==> src/rtl/data_sram_bridge_pkg.sv <==
// Shared definitions for the data-SRAM bridge: FSM state encoding, the
// abort pattern returned on a watchdog timeout, and the byte-strobe width
// helper derived from the data width.
package data_sram_bridge_pkg;

    typedef enum logic [1:0] {
        ST_IDLE = 2'd0,
        ST_REQ  = 2'd1,
        ST_WAIT = 2'd2,
        ST_DONE = 2'd3
    } bridge_state_t;

    localparam logic [31:0] ABORT_PATTERN = 32'hDEAD_BEEF;

    function automatic int strb_width(input int data_w);
        return data_w / 8;
    endfunction

endpackage

==> src/rtl/data_sram_bridge_watchdog.sv <==
// bridge_watchdog: response-timeout counter for the data-SRAM bridge.
//   clk, rst      clock, synchronous active-low reset
//   clear         reload the counter to zero (request handshake)
//   count_en      count this cycle (bridge is waiting for a response)
//   expire        high during the TIMEOUT_CYC-th counted cycle
module bridge_watchdog #(
    parameter int TIMEOUT_CYC = 255
) (
    input  logic clk,
    input  logic rst,
    input  logic clear,
    input  logic count_en,
    output logic expire
);

    localparam int CNT_W = $clog2(TIMEOUT_CYC + 1);
    localparam logic [CNT_W-1:0] LAST = CNT_W'(TIMEOUT_CYC - 1);

    logic [CNT_W-1:0] cnt;

    // cnt holds the number of cycles already spent waiting, so the
    // TIMEOUT_CYC-th waiting cycle is the one that sees cnt == LAST.
    assign expire = count_en && (cnt == LAST);

    always_ff @(posedge clk) begin
        if (!rst) begin
            cnt <= '0;
        end else if (clear) begin
            cnt <= '0;
        end else if (count_en && !expire) begin
            cnt <= cnt + CNT_W'(1);
        end
    end

endmodule

==> src/rtl/data_sram_bridge.sv <==
// data_sram_bridge: converts the core's single-cycle SRAM-style data port
// into one valid/ready transaction per access on a variable-latency bus,
// stalling the pipeline while the transaction is outstanding.
//   core side : data_sram_en/wen/addr/wdata in, data_sram_rdata out
//   ctrl side : stallreq_for_mem out
//   mem side  : mem_req_* out (valid/ready handshake), mem_resp_* in
//   status    : timeout_err, sticky until reset
module data_sram_bridge
    import data_sram_bridge_pkg::*;
#(
    parameter int ADDR_W      = 32,
    parameter int DATA_W      = 32,
    parameter int TIMEOUT_CYC = 255
) (
    input  logic                          clk,
    input  logic                          rst,
    input  logic                          data_sram_en,
    input  logic [strb_width(DATA_W)-1:0] data_sram_wen,
    input  logic [ADDR_W-1:0]             data_sram_addr,
    input  logic [DATA_W-1:0]             data_sram_wdata,
    output logic [DATA_W-1:0]             data_sram_rdata,
    output logic                          stallreq_for_mem,
    output logic                          mem_req_valid,
    input  logic                          mem_req_ready,
    output logic                          mem_req_wr,
    output logic [strb_width(DATA_W)-1:0] mem_req_wstrb,
    output logic [ADDR_W-1:0]             mem_req_addr,
    output logic [DATA_W-1:0]             mem_req_wdata,
    input  logic                          mem_resp_valid,
    input  logic [DATA_W-1:0]             mem_resp_rdata,
    output logic                          timeout_err
);

    localparam int STRB_W = strb_width(DATA_W);
    localparam logic [DATA_W-1:0] ABORT_DATA = DATA_W'(ABORT_PATTERN);

    bridge_state_t     state;
    logic [ADDR_W-1:0] req_addr;
    logic [DATA_W-1:0] req_wdata;
    logic [STRB_W-1:0] req_wstrb;
    logic              req_wr;
    logic              req_valid;
    logic [DATA_W-1:0] rdata_q;
    logic              err_q;
    logic              wd_expire;

    bridge_watchdog #(
        .TIMEOUT_CYC (TIMEOUT_CYC)
    ) u_watchdog (
        .clk      (clk),
        .rst      (rst),
        .clear    ((state == ST_REQ) && mem_req_ready),
        .count_en (state == ST_WAIT),
        .expire   (wd_expire)
    );

    // IDLE follows the core strobe combinationally so EX holds in the same
    // cycle; DONE releases the stall so the pipeline advances. Gated by rst
    // so nothing is requested while reset is held.
    assign stallreq_for_mem = rst && ((state == ST_IDLE) ? data_sram_en
                                                         : (state != ST_DONE));

    assign mem_req_valid   = req_valid;
    assign mem_req_wr      = req_wr;
    assign mem_req_wstrb   = req_wstrb;
    assign mem_req_addr    = req_addr;
    assign mem_req_wdata   = req_wdata;
    assign data_sram_rdata = rdata_q;
    assign timeout_err     = err_q;

    always_ff @(posedge clk) begin
        if (!rst) begin
            state     <= ST_IDLE;
            req_addr  <= '0;
            req_wdata <= '0;
            req_wstrb <= '0;
            req_wr    <= 1'b0;
            req_valid <= 1'b0;
            rdata_q   <= '0;
            err_q     <= 1'b0;
        end else begin
            case (state)
                ST_IDLE: begin
                    if (data_sram_en) begin
                        req_addr  <= data_sram_addr;
                        req_wdata <= data_sram_wdata;
                        req_wstrb <= data_sram_wen;
                        req_wr    <= |data_sram_wen;
                        req_valid <= 1'b1;
                        state     <= ST_REQ;
                    end
                end
                ST_REQ: begin
                    if (mem_req_ready) begin
                        req_valid <= 1'b0;
                        state     <= ST_WAIT;
                    end
                end
                ST_WAIT: begin
                    if (mem_resp_valid) begin
                        if (!req_wr) rdata_q <= mem_resp_rdata;
                        state <= ST_DONE;
                    end else if (wd_expire) begin
                        err_q <= 1'b1;
                        if (!req_wr) rdata_q <= ABORT_DATA;
                        state <= ST_DONE;
                    end
                end
                ST_DONE: begin
                    // Core inputs still show the finished request here.
                    state <= ST_IDLE;
                end
                default: state <= ST_IDLE;
            endcase
        end
    end

endmodule

==> config.mk <==
export PLATFORM = sky130hd
export DESIGN_NAME = data_sram_bridge
export DESIGN_NICKNAME = d
export VERILOG_FILES = /design/src/rtl/data_sram_bridge_pkg.sv /design/src/rtl/data_sram_bridge_watchdog.sv /design/src/rtl/data_sram_bridge.sv
export SDC_FILE = /design/constraint.sdc
export NUM_CORES = 1
export LEC_CHECK = 0
export ABC_CLOCK_PERIOD_IN_PS = 2700
export BUFFER_PORTS_ARGS = -buffer_cell sky130_fd_sc_hd__buf_2
export CAP_MARGIN = 30
export CORE_ASPECT_RATIO = 0.6
export CORE_UTILIZATION = 49
export CTS_BUF_LIST = sky130_fd_sc_hd__clkbuf_16
export CTS_CLUSTER_DIAMETER = 120
export DETAILED_ROUTE_END_ITERATION = 8
export PLACE_DENSITY = 0.89
export SETUP_SLACK_MARGIN = 0.02
export SYNTH_ARGS = -nofsm -noshare
export SYNTH_HDL_FRONTEND = slang
export SYNTH_SLANG_ARGS = --single-unit
==> constraint.sdc <==
create_clock -name clk -period 2.7 [get_ports clk]
set_input_delay 0.54 -clock clk [delete_from_list [all_inputs] [get_ports clk]]
set_output_delay 0.54 -clock clk [all_outputs]
set_load 0.005 [all_outputs]
## Yosys cells after proc, flatten, opt, wreduce, memory -nomap -nowiden

Cells that the tools add are included.

- Add/sub/neg operators: 1
- Equal/unequal tests: 8
- Mux-type cells: 13
- Bitwise gates (word level): 3
- Reductions and logical operators: 15

Operator list:

| kind | count |
|---|---|
| 32-bit two-way mux | 4 |
| 3-bit AND reduction | 4 |
| 8-bit by 1-bit adder with 8-bit output, second input constant | 1 |
| 8-bit equality test, second input constant | 1 |
| 2-bit two-way mux | 4 |
| 2-bit one-hot mux with 4 select lines | 1 |
| 2-bit inequality test, second input constant | 3 |
| 2-bit equality test, second input constant | 2 |
| 1-bit logical AND | 4 |
| 2-bit nonzero test | 2 |
| 4-bit OR reduction | 1 |
| 1-bit two-way mux | 3 |
| 3-bit inequality test, second input constant | 1 |
| 1-bit NOT | 3 |
| 2-bit by 1-bit equality test with 1-bit output, second input constant | 1 |
| 2-bit zero test | 1 |
| 1-bit one-hot mux with 2 select lines | 1 |
| 2-bit AND reduction | 1 |
| 2-bit OR reduction | 1 |
| 1-bit zero test | 1 |

- Register bits after elaboration: 113
- Bits of input ports: 105
- Output and inout bits: 104
- Word-level logic and storage cells: 49

## Logic depth before layout (Yosys ltp)

- Word-level depth: 5
- Gate-level depth with buffers: 8
- Mapped depth without buffers: 6

## By module

A second synthesis with hierarchy kept.

- Cell total of the unflattened synthesis: 500
- Area, all modules: 4571.9 um^2

By module, submodules not included:

| module | times used | cells an instance | area each (um^2) | sequential area each (um^2) |
|---|---|---|---|---|
| data_sram_bridge | 1 | 451 | 4139.0 | 2102.0 |
| bridge_watchdog | 1 | 49 | 432.9 | 160.2 |

## Worst setup path before layout

OpenSTA, ideal clock, no wires.

- Path type: input to output
- Start: input rst
- End: output stallreq_for_mem
- Data arrival time: 1327 ps
- Required time: 2160 ps
- Path slack: 833 ps
- Stages on the path: 4
- Buffers on the path: 3
- Cell sequence: buf_2 -> buf_2 -> clkbuf_1 -> and3_1

- Longest elaborated chain between the ends: 1

RTL lines:

| what | RTL line | source |
|---|---|---|
| start: declaration | data_sram_bridge.sv:16 | `input logic rst,` |
| 1-bit logical AND | data_sram_bridge.sv:60 | `assign stallreq_for_mem = rst && ((state == ST_IDLE) ? data_sram_en` |
| end: declaration | data_sram_bridge.sv:22 | `output logic stallreq_for_mem,` |

No other way between the ends.

## Worst setup path in the final report

- Start: register state[0]
- End: output stallreq_for_mem

- Longest elaborated chain between the ends: 3
- Elaborated cells between the ends (all ways): 4
- Classes of those cells: eq/ne: 1; mux: 1; reduce/logical: 2

RTL lines:

| what | RTL line | source |
|---|---|---|
| start: declaration | data_sram_bridge.sv:37 | `bridge_state_t state;` |
| start signal: assignment | data_sram_bridge.sv:73 | `state <= ST_IDLE;` |
| start signal: assignment | data_sram_bridge.sv:90 | `state <= ST_REQ;` |
| start signal: assignment | data_sram_bridge.sv:96 | `state <= ST_WAIT;` |
| 2-bit inequality test / 2-bit zero test (equally long branches) | data_sram_bridge.sv:61, data_sram_bridge.sv:60 |  |
| 1-bit two-way mux (*) | data_sram_bridge.sv:60 |  |
| 1-bit logical AND (*) | data_sram_bridge.sv:60 |  |

Every way passes the cells marked *; elsewhere a longest branch is shown, timed or not.

==> out/metrics.json <==
{
  "status": {"value": "completed"},
  "clockRootBuffer": {"value": "sky130_fd_sc_hd__clkbuf_16"},
  "flops_latches_synth": {"value": 113},
  "resized_cells_post_cts": {"value": 0},
  "first_pass_iters": {"value": 4},
  "remaining_drc_errors": {"value": 0},
  "relative_area_change_from_synthesis_to_final_layout": {"value": 37.65, "unit": "%"},
  "synth-edff-count": {"value": 0},
  "crit_arrival": {"value": 1610, "unit": "ps"},
  "sum_of_routed_wire_length_over_all_layers": {"value": 11190, "unit": "um"},
  "antenna_cells": {"value": 0},
  "slew-limit-headroom": {"value": 52.75, "unit": "%"},
  "leading_register_cell_type_out_of_synthesis": {"value": "sky130_fd_sc_hd__dfxtp_1"},
  "async_set_reset_flop_share_out_of_synthesis": {"value": 0, "unit": "%"},
  "critical_path_class": {"value": "register to primary output"},
  "synthXorXnorAreaFrac": {"value": 0.6119, "unit": "%"},
  "cts.sinks": {"value": 113},
  "port_buffers": {"value": 208},
  "cts_tree": {"value": "done"},
  "ports": {"value": 209},
  "total_routing_usage_reported_by_global_routing": {"value": 24.10, "unit": "%"},
  "worst-endpoint-required": {"value": 2160, "unit": "ps"},
  "dp.final_hpwl": {"value": 7915, "unit": "um"},
  "share_of_the_yosys_chip_area_belonging_to_registers": {"value": 52.68, "unit": "%"},
  "top_library_cells_by_usage_in_the_layout_fill_and_taps_aside": {"value": "208 x sky130_fd_sc_hd__buf_2, 163 x sky130_fd_sc_hd__nand2_1, 113 x sky130_fd_sc_hd__dfxtp_1, 70 x sky130_fd_sc_hd__a21boi_0, 23 x sky130_fd_sc_hd__o221a_2"},
  "final_period_minus_worst_setup_slack": {"value": 2146, "unit": "ps"},
  "final-instance-count-excl-fill": {"value": 791},
  "max_clock_freq": {"value": 466.0, "unit": "MHz"},
  "largest_fanout_of_any_net_on_the_critical_path": {"value": 6},
  "synth_largest_type_area_fraction": {"value": 52.68, "unit": "%"},
  "cell_count_after_placement": {"value": 761},
  "die_width": {"value": 122.9, "unit": "um"},
  "effective_utilization_at_floorplan": {"value": 50.57, "unit": "%"},
  "synth_top_family_by_area": {"value": "compound AO/OA/AOI/OAI gates"},
  "placer_congestion_estimate": {"value": 0.8179},
  "grt_antenna_before_repair": {"value": 0},
  "max_cap_check_violation_count": {"value": 0},
  "max-clock-path-buffers": {"value": 2},
  "min-delay-path-class": {"value": "primary input to register"},
  "clock_tree.htree_level_count": {"value": 4},
  "clock_skew": {"value": 8.468, "unit": "ps"},
  "finalHoldViolCount": {"value": 0},
  "syn-mean-instance-area": {"value": 9.195, "unit": "um^2"},
  "rsz0062_at_grt": {"value": "no"},
  "clock_latency_late_sink": {"value": 390, "unit": "ps"},
  "detailroute.via_count": {"value": 3999},
  "power.density_cell_area": {"value": 887.7, "unit": "nW/um^2"},
  "worst_r2r_path_depth": {"value": 6},
  "synth_cell_type_count": {"value": 40},
  "layout-drive-gt1-share": {"value": 39.76, "unit": "%"},
  "holdPathStages": {"value": 3},
  "wire_per_inst": {"value": 14.14, "unit": "um"},
  "grt_pass1_vias": {"value": 3685},
  "total_die_area": {"value": 9154, "unit": "um^2"},
  "drt-initial-drc-count": {"value": 252},
  "leakagePower": {"value": 0.002790, "unit": "uW"},
  "final_common_cell": {"value": "sky130_fd_sc_hd__buf_2"},
  "std_cell_core_area": {"value": 8491, "unit": "um^2"},
  "cts_buffer_count": {"value": 17},
  "wire_length_of_the_first_global_routing_pass": {"value": 17100, "unit": "um"},
  "post-route-period-util": {"value": 79.48, "unit": "%"},
  "post_synth_mux_area_share": {"value": 0.2331, "unit": "%"},
  "num-nets-final": {"value": 779},
  "post_synth_main_area_contributors": {"value": "sky130_fd_sc_hd__dfxtp_1 53%, sky130_fd_sc_hd__nand2_1 14%, sky130_fd_sc_hd__a21boi_0 12%"},
  "detail-route-antenna-nets": {"value": 0},
  "overflow": {"value": 0},
  "yosys.area_share.adder": {"value": 1.748, "unit": "%"},
  "syn-cell-area": {"value": 4294, "unit": "um^2"},
  "worst_ir_drop_vdd": {"value": 567.9, "unit": "uV"},
  "clk_pin_slew": {"value": 50, "unit": "ps"},
  "end_kind": {"value": "primary output"},
  "synth_top_cell_by_area": {"value": "sky130_fd_sc_hd__dfxtp_1"},
  "reg2reg_slack": {"value": 820, "unit": "ps"},
  "slew_viol_final": {"value": 0},
  "rows": {"value": 26},
  "ys_warn_count": {"value": 0},
  "synth_simple_gate_area_share": {"value": 17.34, "unit": "%"},
  "post_synth_inst_count": {"value": 467},
  "synth_compound_gate_area_share": {"value": 22.96, "unit": "%"},
  "postSynthNetCount": {"value": 578},
  "die_h": {"value": 74.51, "unit": "um"},
  "grt_start_max_net_pins": {"value": 81},
  "postCtsHoldBufs": {"value": 0},
  "post_cts.repair.setup_buffers": {"value": 0},
  "detail_route.vias_per_cell": {"value": 5.056},
  "max_slew.worst_pin.slew": {"value": 708.7, "unit": "ps"},
  "setup_tns": {"value": 0, "unit": "ps"},
  "number_of_endpoints_failing_setup_at_the_final_stage": {"value": 0},
  "startpoint_type": {"value": "register"}
}
[final timing paths]
path	startpoint	endpoint
worst max-delay path	state[0]$_SDFFE_PN0P_	stallreq_for_mem
worst min-delay path	data_sram_wdata[16]	mem_req_wdata[16]$_SDFFE_PN0P_
worst max register to register	state[0]$_SDFFE_PN0P_	mem_req_wdata[13]$_SDFFE_PN0P_
worst min register to register	mem_req_addr[11]$_SDFFE_PN0P_	mem_req_addr[11]$_SDFFE_PN0P_
[per-stage QoR]
step | cell area, um^2 | util [%] | power [uW] | hold WS (ps) | setup WS (ps)
after global routing | 5911 | 69.61 | 5518 | 392.7 | 468.2
after global placement | 5380 | 63.37 | 3200 | 446.4 | 971.9
after floorplan | 4294 | - | 2742 | 458.4 | 833.0
final | 5911 | 69.61 | 5247 | 387.9 | 554.0
after detailed placement | 5380 | 63.37 | 3264 | 452.9 | 825.6
after CTS | 5911 | 69.61 | 5282 | 378.9 | 538.4
[cells by family (layout without fill, tap and decap cells)]
| group | count (synthesis) | after routing |
|---|---|---|
| XOR/XNOR | 3 | 3 |
| buffers and inverters | 39 | 251 |
| flip-flops | 113 | 113 |
| adder cells (fa/ha/maj) | 6 | 6 |
| multiplexers | 1 | 1 |
| AND/OR/NAND/NOR | 185 | 185 |
| AO/OA/AOI/OAI | 120 | 120 |
[state kept, by name, indices dropped and copies added (netlist names)]
signal	cells
mem_req_wstrb	4
state	2
timeout_err	1
mem_req_valid	1
mem_req_wr	1
mem_req_addr	32
data_sram_rdata	32
u_watchdog.cnt	8
mem_req_wdata	32
[area by class of cell]
class	count	area [um^2]
Tap cell	112	140.1
Inverter	5	18.77
Sequential cell	113	2262
Fill cell	658	2580
Multi-Input combinational cell	315	1846
Clock buffer	17	425.4
Timing Repair Buffer	216	1114
Clock inverter	13	105.1
[metal layers]
layer	vias to the layer above	GRT usage [%]	wire length, um
met5	-	0	0
met4	0	11.11	182
met3	19	7.209	667
met2	125	39.14	5321
met1	1864	29.86	5015
li1	1991	-	-
[Yosys cell counts, types with 2 or more instances]
master                       n
sky130_fd_sc_hd__nand2_1   164
sky130_fd_sc_hd__dfxtp_1   113
sky130_fd_sc_hd__a21boi_0   70
sky130_fd_sc_hd__o221a_2    23
sky130_fd_sc_hd__buf_2      14
sky130_fd_sc_hd__clkbuf_1   14
sky130_fd_sc_hd__o22ai_1     8
sky130_fd_sc_hd__ha_1        6
sky130_fd_sc_hd__a21oi_1     5
sky130_fd_sc_hd__inv_1       5
sky130_fd_sc_hd__nor2_1      4
sky130_fd_sc_hd__buf_6       3
sky130_fd_sc_hd__o21ai_0     3
sky130_fd_sc_hd__or3_1       3
sky130_fd_sc_hd__buf_1       2
sky130_fd_sc_hd__nand2b_1    2
sky130_fd_sc_hd__nand3_1     2
sky130_fd_sc_hd__nor2b_1     2
sky130_fd_sc_hd__o211ai_1    2
sky130_fd_sc_hd__xor2_1      2
[worst max-delay path, stage by stage, from the launching register on]
cell                       delay (ps)
sky130_fd_sc_hd__dfxtp_1          360
sky130_fd_sc_hd__inv_1             90
sky130_fd_sc_hd__ha_1             280
sky130_fd_sc_hd__nand2b_1         180
sky130_fd_sc_hd__and3_1           180
sky130_fd_sc_hd__buf_2            130
[power breakdown]
part / switching (uW) / total [uW] / internal, uW / leakage (uW)
clock: 701 / 2010 / 1310 / 0.000270
sequential: 164 / 2140 / 1970 / 0.000922
combinational: 598 / 1100 / 501 / 0.00160
(Power assumes the default switching activity.)
